`src/rtl/srm_isa_pkg.sv`:
```
// Shared Simple RISC Machine ISA definitions: opcodes, operand formats,
// instruction field positions and the loader state encoding.
package srm_isa_pkg;

    localparam logic [2:0] OPC_B    = 3'b001;
    localparam logic [2:0] OPC_BL   = 3'b010;
    localparam logic [2:0] OPC_LDR  = 3'b011;
    localparam logic [2:0] OPC_STR  = 3'b100;
    localparam logic [2:0] OPC_ALU  = 3'b101;
    localparam logic [2:0] OPC_MOV  = 3'b110;
    localparam logic [2:0] OPC_HALT = 3'b111;

    typedef enum logic [1:0] {
        FMT_REG  = 2'b00,
        FMT_IMM8 = 2'b01,
        FMT_IMM5 = 2'b10,
        FMT_NONE = 2'b11
    } fmt_e;

    localparam int OPCODE_LSB = 13;
    localparam int OP_LSB     = 11;
    localparam int RN_LSB     = 8;
    localparam int RD_LSB     = 5;
    localparam int SHIFT_LSB  = 3;
    localparam int RM_LSB     = 0;

    typedef enum logic [1:0] {
        S_READY = 2'b00,
        S_WRITE = 2'b01,
        S_FULL  = 2'b10,
        S_ERR   = 2'b11
    } state_e;

    // True when imm sign-extends cleanly from a field of 'width' bits,
    // i.e. bits [15:width-1] all equal the sign bit.
    function automatic logic imm_fits(input logic [15:0] imm, input int width);
        logic ok;
        ok = 1'b1;
        for (int i = 0; i < 16; i++) begin
            if (i >= width - 1 && imm[i] != imm[15]) ok = 1'b0;
        end
        return ok;
    endfunction

endpackage

```
`src/rtl/instr_field_pack.sv`:
```
// Combinational packer: assembles one 16-bit instruction word from its
// fields and flags immediates that would not survive sign extension.
module instr_field_pack
    import srm_isa_pkg::*;
(
    input  logic [2:0]  opcode,
    input  logic [1:0]  op,
    input  logic [1:0]  fmt,
    input  logic [2:0]  rn,
    input  logic [2:0]  rd,
    input  logic [2:0]  rm,
    input  logic [1:0]  shift,
    input  logic [15:0] imm,
    output logic [15:0] word,
    output logic        range_err
);

    always_comb begin
        word      = '0;
        range_err = 1'b0;
        word[OPCODE_LSB +: 3] = opcode;
        word[OP_LSB +: 2]     = op;
        case (fmt)
            FMT_REG: begin
                word[RN_LSB +: 3]    = rn;
                word[RD_LSB +: 3]    = rd;
                word[SHIFT_LSB +: 2] = shift;
                word[RM_LSB +: 3]    = rm;
            end
            FMT_IMM8: begin
                word[RN_LSB +: 3] = rn;
                word[7:0]         = imm[7:0];
                range_err         = ~imm_fits(imm, 8);
            end
            FMT_IMM5: begin
                word[RN_LSB +: 3] = rn;
                word[RD_LSB +: 3] = rd;
                word[4:0]         = imm[4:0];
                range_err         = ~imm_fits(imm, 5);
            end
            default: ;
        endcase
    end

endmodule

```
`src/rtl/instruction_encoder.sv`:
```
// Program loader: accepts instruction fields, packs them into SRM words and
// writes them to instruction RAM at consecutive addresses from BASE_ADDR.
module instruction_encoder
    import srm_isa_pkg::*;
#(
    parameter int ADDR_W    = 8,
    parameter int BASE_ADDR = 0,
    parameter int DEPTH     = 256
) (
    input  logic              clk,
    input  logic              reset,
    input  logic              clear,
    input  logic              in_valid,
    output logic              in_ready,
    input  logic [2:0]        in_opcode,
    input  logic [1:0]        in_op,
    input  logic [1:0]        in_fmt,
    input  logic [2:0]        in_rn,
    input  logic [2:0]        in_rd,
    input  logic [2:0]        in_rm,
    input  logic [1:0]        in_shift,
    input  logic [15:0]       in_imm,
    output logic [ADDR_W-1:0] mem_addr,
    output logic [15:0]       mem_wdata,
    output logic              mem_write,
    output logic [ADDR_W:0]   word_count,
    output logic              full,
    output logic              err
);

    localparam logic [ADDR_W-1:0] FIRST_ADDR = ADDR_W'(BASE_ADDR);
    localparam logic [ADDR_W-1:0] LAST_ADDR  = ADDR_W'(BASE_ADDR + DEPTH - 1);

    state_e            state_q, state_d;
    logic [ADDR_W-1:0] addr_q, addr_d;
    logic [15:0]       wdata_q, wdata_d;
    logic [ADDR_W:0]   count_q, count_d;
    logic              full_q, full_d;
    logic              err_q, err_d;

    logic [15:0]       packed_word;
    logic              range_err;

    instr_field_pack u_pack (
        .opcode    (in_opcode),
        .op        (in_op),
        .fmt       (in_fmt),
        .rn        (in_rn),
        .rd        (in_rd),
        .rm        (in_rm),
        .shift     (in_shift),
        .imm       (in_imm),
        .word      (packed_word),
        .range_err (range_err)
    );

    // Handshake: a transfer happens on a rising edge where in_valid and
    // in_ready are both high; in_* only need to be stable in that cycle.
    // clear suppresses in_ready so a simultaneous input is never taken.
    assign in_ready = (state_q == S_READY) & ~clear;

    always_comb begin
        state_d = state_q;
        addr_d  = addr_q;
        wdata_d = wdata_q;
        count_d = count_q;
        full_d  = full_q;
        err_d   = err_q;
        if (clear) begin
            state_d = S_READY;
            addr_d  = FIRST_ADDR;
            count_d = '0;
            full_d  = 1'b0;
            err_d   = 1'b0;
        end else begin
            case (state_q)
                S_READY: begin
                    if (in_valid) begin
                        if (range_err) begin
                            err_d   = 1'b1;
                            state_d = S_ERR;
                        end else begin
                            wdata_d = packed_word;
                            state_d = S_WRITE;
                        end
                    end
                end
                S_WRITE: begin
                    count_d = count_q + 1'b1;
                    // Stopping at the last address is what keeps mem_addr from wrapping.
                    if (addr_q == LAST_ADDR) begin
                        full_d  = 1'b1;
                        state_d = S_FULL;
                    end else begin
                        addr_d  = addr_q + 1'b1;
                        state_d = S_READY;
                    end
                end
                default: ;
            endcase
        end
    end

    always_ff @(posedge clk) begin
        if (reset) begin
            state_q <= S_READY;
            addr_q  <= FIRST_ADDR;
            wdata_q <= '0;
            count_q <= '0;
            full_q  <= 1'b0;
            err_q   <= 1'b0;
        end else begin
            state_q <= state_d;
            addr_q  <= addr_d;
            wdata_q <= wdata_d;
            count_q <= count_d;
            full_q  <= full_d;
            err_q   <= err_d;
        end
    end

    assign mem_write  = (state_q == S_WRITE);
    assign mem_addr   = addr_q;
    assign mem_wdata  = wdata_q;
    assign word_count = count_q;
    assign full       = full_q;
    assign err        = err_q;

endmodule
```
`config.mk`:
```
export PLATFORM = sky130hd
export DESIGN_NAME = instruction_encoder
export DESIGN_NICKNAME = d
export VERILOG_FILES = /design/src/rtl/srm_isa_pkg.sv /design/src/rtl/instr_field_pack.sv /design/src/rtl/instruction_encoder.sv
export SDC_FILE = /design/constraint.sdc
export NUM_CORES = 1
export LEC_CHECK = 0
export BUFFER_PORTS_ARGS = -buffer_cell sky130_fd_sc_hd__buf_2
export CAP_MARGIN = 20
export CORE_ASPECT_RATIO = 0.9
export CORE_MARGIN = 8
export CORE_UTILIZATION = 52
export DETAILED_ROUTE_END_ITERATION = 10
export PLACE_DENSITY = 0.84
export SLEW_MARGIN = 20
export SYNTH_ARGS = -nofsm -noshare
export SYNTH_HDL_FRONTEND = slang
export SYNTH_HIERARCHICAL = 1
export SYNTH_SLANG_ARGS = --single-unit
```
`constraint.sdc`:
```
create_clock -name clk -period 5.33 [get_ports clk]
set_clock_uncertainty 0.1 [all_clocks]
set_input_delay 1.066 -clock clk [delete_from_list [all_inputs] [get_ports clk]]
set_output_delay 1.066 -clock clk [all_outputs]
set_load 0.02 [all_outputs]
```
==> impl_metrics.csv <==
group,metric,value,unit
clocking,clockBufferDepth,2,
synthesis,synth.yosys.warnings,6,
floorplanning,floorplan.core_area,0.00368,mm2
grt,gr-max-usage-layer,"met2",
placement,detailed_place.area,0.00227,mm2
timing,max_freq,320,MHz
synthesis,synthesis.area,0.00198,mm2
synthesis,syn_area_per_cell,8.18,um2
worst_setup_path,timing.critical_path.to,"mem_wdata[5]$_SDFFE_PP0P_",
power_and_ir_drop,comb_power_share,12.5,%
floorplanning,fp.dieW,81.1,um
run,maxCapViolCount,0,
worst_hold_path,worst_hold_path_type,"reg2reg",
route,post-route-drc-count,0,
worst_setup_path,worstReg2RegEnd,"word_count[4]$_SDFFE_PP0P_",
power_and_ir_drop,power.static_leakage,0.00102,uW
timing,rsz_0062_raised_after_global_routing,"false",
grt,grt_pass1_wl,8340,um
power_and_ir_drop,power.share.switching,24.1,%
route,drtAntennaViolNets,0,
placement,port_buffers,74,
route,drt_first_iter_violations,135,
worst_setup_path,cp_data_required_time,5.44,ns
synthesis,synth_edf_count,0,
route,vias_per_cell,5.78,
worst_setup_path,reg2reg_setup_slack,3.51,ns
grt,initial_antenna_violation_count,0,
route,finalWirelength,5170,um
clocking,hold_bufs_inserted_after_cts,0,
grt,largest_net_degree_at_the_start_of_global_routing,21,
synthesis,synthesis.nets,286,
grt,grt_use_met2,28.7,%
clocking,post_cts_repair_setup_buffers,0,
finish,final_core_util,64.9,%
synthesis,synth_seq_area_share,37.4,%
clocking,cts_resized,0,
route,first_pass_iters,4,
grt,overflow,0,
timing,finalMaxSlewViolations,0,
worst_setup_path,critPathMaxStageDelay,0.52,ns
synthesis,post_synth_num_cell_types,45,
finish,layout.cell_area.non_filler,0.00239,mm2
power_and_ir_drop,worst_ir_drop_vdd,0.160,mV
worst_setup_path,critPathBufInv,2,
worst_setup_path,worst-r2r-cell-count,3,
clocking,clock_buffer_count_from_cts,5,
synthesis,synth_ff_type,"sky130_fd_sc_hd__dfxtp_1",
status,outcome,"finished clean",
clocking,tritoncts,"built",
floorplanning,top_level_ports,75,
clocking,clock_latency_reported_for_the_late_side_of_the_worst_skew_pair,0.29,ns
timing,setup-tns-final,0,ns
worst_setup_path,startpoint,"in_imm[9]",
grt,grt_util_met3,5.56,%
finish,final_layout_size_suffix_gt1_share,29.5,%
grt,global_route.usage.met1,20.3,%
power_and_ir_drop,p_seq_share,47.0,%
clocking,path_clk_slew,0.07,ns
power_and_ir_drop,internal_power,463,uW
timing,fin_crit,3.13,ns
timing,final.period_utilization,58.7,%
worst_setup_path,critPathLaunchType,"primary input",
placement,gp_weighted_congestion,0.857,
timing,finalHoldViolations,0,
worst_setup_path,critical_path_cell_with_the_highest_stage_delay,"sky130_fd_sc_hd__or4_4",
grt,grtUsageTotal,17.3,%
route,vias,2012,
synthesis,ys_async_sr_fraction,0,%
worst_setup_path,regToRegStartpoint,"state_q[0]$_SDFFE_PP0P_",
clocking,cts-root-buf,"sky130_fd_sc_hd__clkbuf_8",
floorplanning,design.die.area,0.00604,mm2
floorplanning,die_y,74.6,um
worst_setup_path,worstSetupPathType,"in2reg",
floorplanning,floorplan.initialDensity,53.8,%
timing,finalSetupViolCount,0,
finish,syn2layout_area_growth,20.6,%
placement,post-dp-hpwl,3820,um
clocking,numClockSinks,37,
power_and_ir_drop,netSwitchingPower,147,uW
finish,final_nets,345,
worst_setup_path,worst-path-stages,8,
grt,grt_pass1_vias,1889,
finish,diodes,0,
synthesis,cell_count_after_synthesis,242,
floorplanning,placementRows,21,
worst_setup_path,worst-path-max-fanout,19,
worst_hold_path,holdPathStages,2,
timing,transition_at_the_pin_with_the_smallest_max_transition_slack,0.780,ns
worst_setup_path,worst-endpoint-arrival,3.24,ns
worst_setup_path,cp-end-kind,"register",
synthesis,yosys_register_bits,37,
power_and_ir_drop,pwr_density_cell,255,mW/mm2
worst_setup_path,crit_chain,"buf_2, or4_4, nor4_2, o22ai_1, and3_1, inv_1, nand3_1, a21oi_1",
route,wl_per_cell,14.8,um
timing,max-slew-margin-rel,47.8,%
worst_setup_path,timing.critical_path.max_delay_family,"simple AND/OR/NAND/NOR gates",
power_and_ir_drop,power_frac_clock,40.5,%
clocking,clock_tree.htree_level_count,2,
[routing by layer]
layer / up-vias / wire [um] / share of wire [%]
li1: 1001 / - / -
met1: 943 / 2170 / 42
met2: 63 / 2540 / 49
met3: 5 / 404 / 7.8
met4: 0 / 51 / 0.99
met5: - / 0 / 0
[cell usage after synthesis (2+ instances only)]
library cell / count / area, um2
sky130_fd_sc_hd__o31ai_1: 3 / 22.5
sky130_fd_sc_hd__inv_1: 6 / 22.5
sky130_fd_sc_hd__a311oi_1: 2 / 17.5
sky130_fd_sc_hd__nor3_1: 5 / 25.0
sky130_fd_sc_hd__o21ai_1: 9 / 45.0
sky130_fd_sc_hd__a31oi_1: 5 / 31.3
sky130_fd_sc_hd__and3_1: 3 / 18.8
sky130_fd_sc_hd__buf_4: 5 / 37.5
sky130_fd_sc_hd__o21ai_0: 11 / 55.1
sky130_fd_sc_hd__a22oi_1: 5 / 37.5
sky130_fd_sc_hd__a211oi_1: 4 / 30.0
sky130_fd_sc_hd__ha_1: 6 / 75.1
sky130_fd_sc_hd__nand2_1: 17 / 63.8
sky130_fd_sc_hd__o21a_1: 2 / 15.0
sky130_fd_sc_hd__nand4_1: 2 / 12.5
sky130_fd_sc_hd__nor4_1: 3 / 18.8
sky130_fd_sc_hd__or4_1: 3 / 22.5
sky130_fd_sc_hd__buf_2: 4 / 20.0
sky130_fd_sc_hd__and2_1: 4 / 25.0
sky130_fd_sc_hd__nand3_1: 24 / 120
sky130_fd_sc_hd__a21oi_1: 30 / 150
sky130_fd_sc_hd__dfxtp_1: 37 / 741
sky130_fd_sc_hd__mux2i_1: 3 / 30.0
sky130_fd_sc_hd__clkbuf_1: 9 / 33.8
sky130_fd_sc_hd__buf_6: 4 / 45.0
sky130_fd_sc_hd__or3_1: 5 / 31.3
sky130_fd_sc_hd__nor2_1: 13 / 48.8
[kinds of logic (layout without fill, tap and decap cells)]
logic type	Yosys count	count (layout)	share of synthesized area, %
compound gates	74	74	21.6
xor+xnor	2	2	0.885
fa+ha+maj	6	6	3.79
flops	37	37	37.4
mux	3	3	1.52
simple gates	91	91	26.6
buf+inv	29	89	8.21
[per-stage QoR]
step,total power (uW),std cells,worst slack [ns],hold WS (ns)
after floorplan,344,242,2.33,0.441
after detailed placement,369,340,1.93,0.364
final,610,348,2.20,0.371
after global routing,635,348,1.99,0.399
after global placement,367,340,2.04,0.350
after CTS,615,348,2.21,0.379
[power by group through the flow]
stage               logic [uW]  registers [uW]  clock network (uW)
CTS                       76.4             286                 252
finish                    76.1             287                 247
global placement          74.3             293                   0
global route              84.1             287                 264
detailed placement        75.7             293                   0
floorplan                 47.2             297                   0
[layout by cell type, fill, tap and decap left out, types with 2 or more instances in the layout]
cell type                  synthesis  routed
sky130_fd_sc_hd__nand2_1          17      17
sky130_fd_sc_hd__nor3_1            5       5
sky130_fd_sc_hd__buf_2             4      74
sky130_fd_sc_hd__a311oi_1          2       2
sky130_fd_sc_hd__or4_1             3       3
sky130_fd_sc_hd__and3_1            3       3
sky130_fd_sc_hd__a31oi_1           5       5
sky130_fd_sc_hd__and2_1            4       4
sky130_fd_sc_hd__o31ai_1           3       3
sky130_fd_sc_hd__nor2_1           13      13
sky130_fd_sc_hd__o21a_1            2       2
sky130_fd_sc_hd__dfxtp_1          37      37
sky130_fd_sc_hd__o21ai_0          11      11
sky130_fd_sc_hd__ha_1              6       6
sky130_fd_sc_hd__inv_1             6       6
sky130_fd_sc_hd__o21ai_1           9       9
sky130_fd_sc_hd__nand4_1           2       2
sky130_fd_sc_hd__a22oi_1           5       5
sky130_fd_sc_hd__nand3_1          24      24
sky130_fd_sc_hd__a21oi_1          30      30
sky130_fd_sc_hd__mux2i_1           3       3
sky130_fd_sc_hd__clkbuf_8          0       6
sky130_fd_sc_hd__nor4_1            3       3
sky130_fd_sc_hd__or3_1             5       5
sky130_fd_sc_hd__a211oi_1          4       4
[how the worst min path moves through the flow]
| stage | startpoint | to | slack, ns |
|---|---|---|---|
| final | full$_SDFFE_PP0P_ | full$_SDFFE_PP0P_ | 0.37 |
| after global placement | full$_SDFFE_PP0P_ | full$_SDFFE_PP0P_ | 0.35 |
| after CTS | mem_wdata[3]$_SDFFE_PP0P_ | mem_wdata[3]$_SDFFE_PP0P_ | 0.38 |
| after detailed placement | full$_SDFFE_PP0P_ | full$_SDFFE_PP0P_ | 0.36 |
| after floorplan | mem_wdata[7]$_SDFFE_PP0P_ | mem_wdata[7]$_SDFFE_PP0P_ | 0.44 |
| after global routing | mem_wdata[7]$_SDFFE_PP0P_ | mem_wdata[7]$_SDFFE_PP0P_ | 0.40 |
[tightest hold or removal path: cells and delay by family, from the launching register on]
kind | cells | cell delay (ns)
DFF | 1 | 0.33
and+or+nand+nor | 1 | 0.07
AOI/OAI and AO/OA | 1 | 0.04
[final cells by class]
type                            count  area, um2
Fill cell                         329       1290
Multi-Input combinational cell    176       1080
Sequential cell                    37        741
Timing Repair Buffer               74        370
Clock buffer                        7       86.3
Tap cell                           46       57.6
Clock inverter                      1       30.0
Inverter                            7       26.3
[registers in the layout (all words and copies together), names as in the netlist]
| register | count |
|---|---|
| mem_addr | 8 |
| state_q | 2 |
| err | 1 |
| full | 1 |
| word_count | 9 |
| mem_wdata | 16 |
Power figures use the tool's default switching activity.
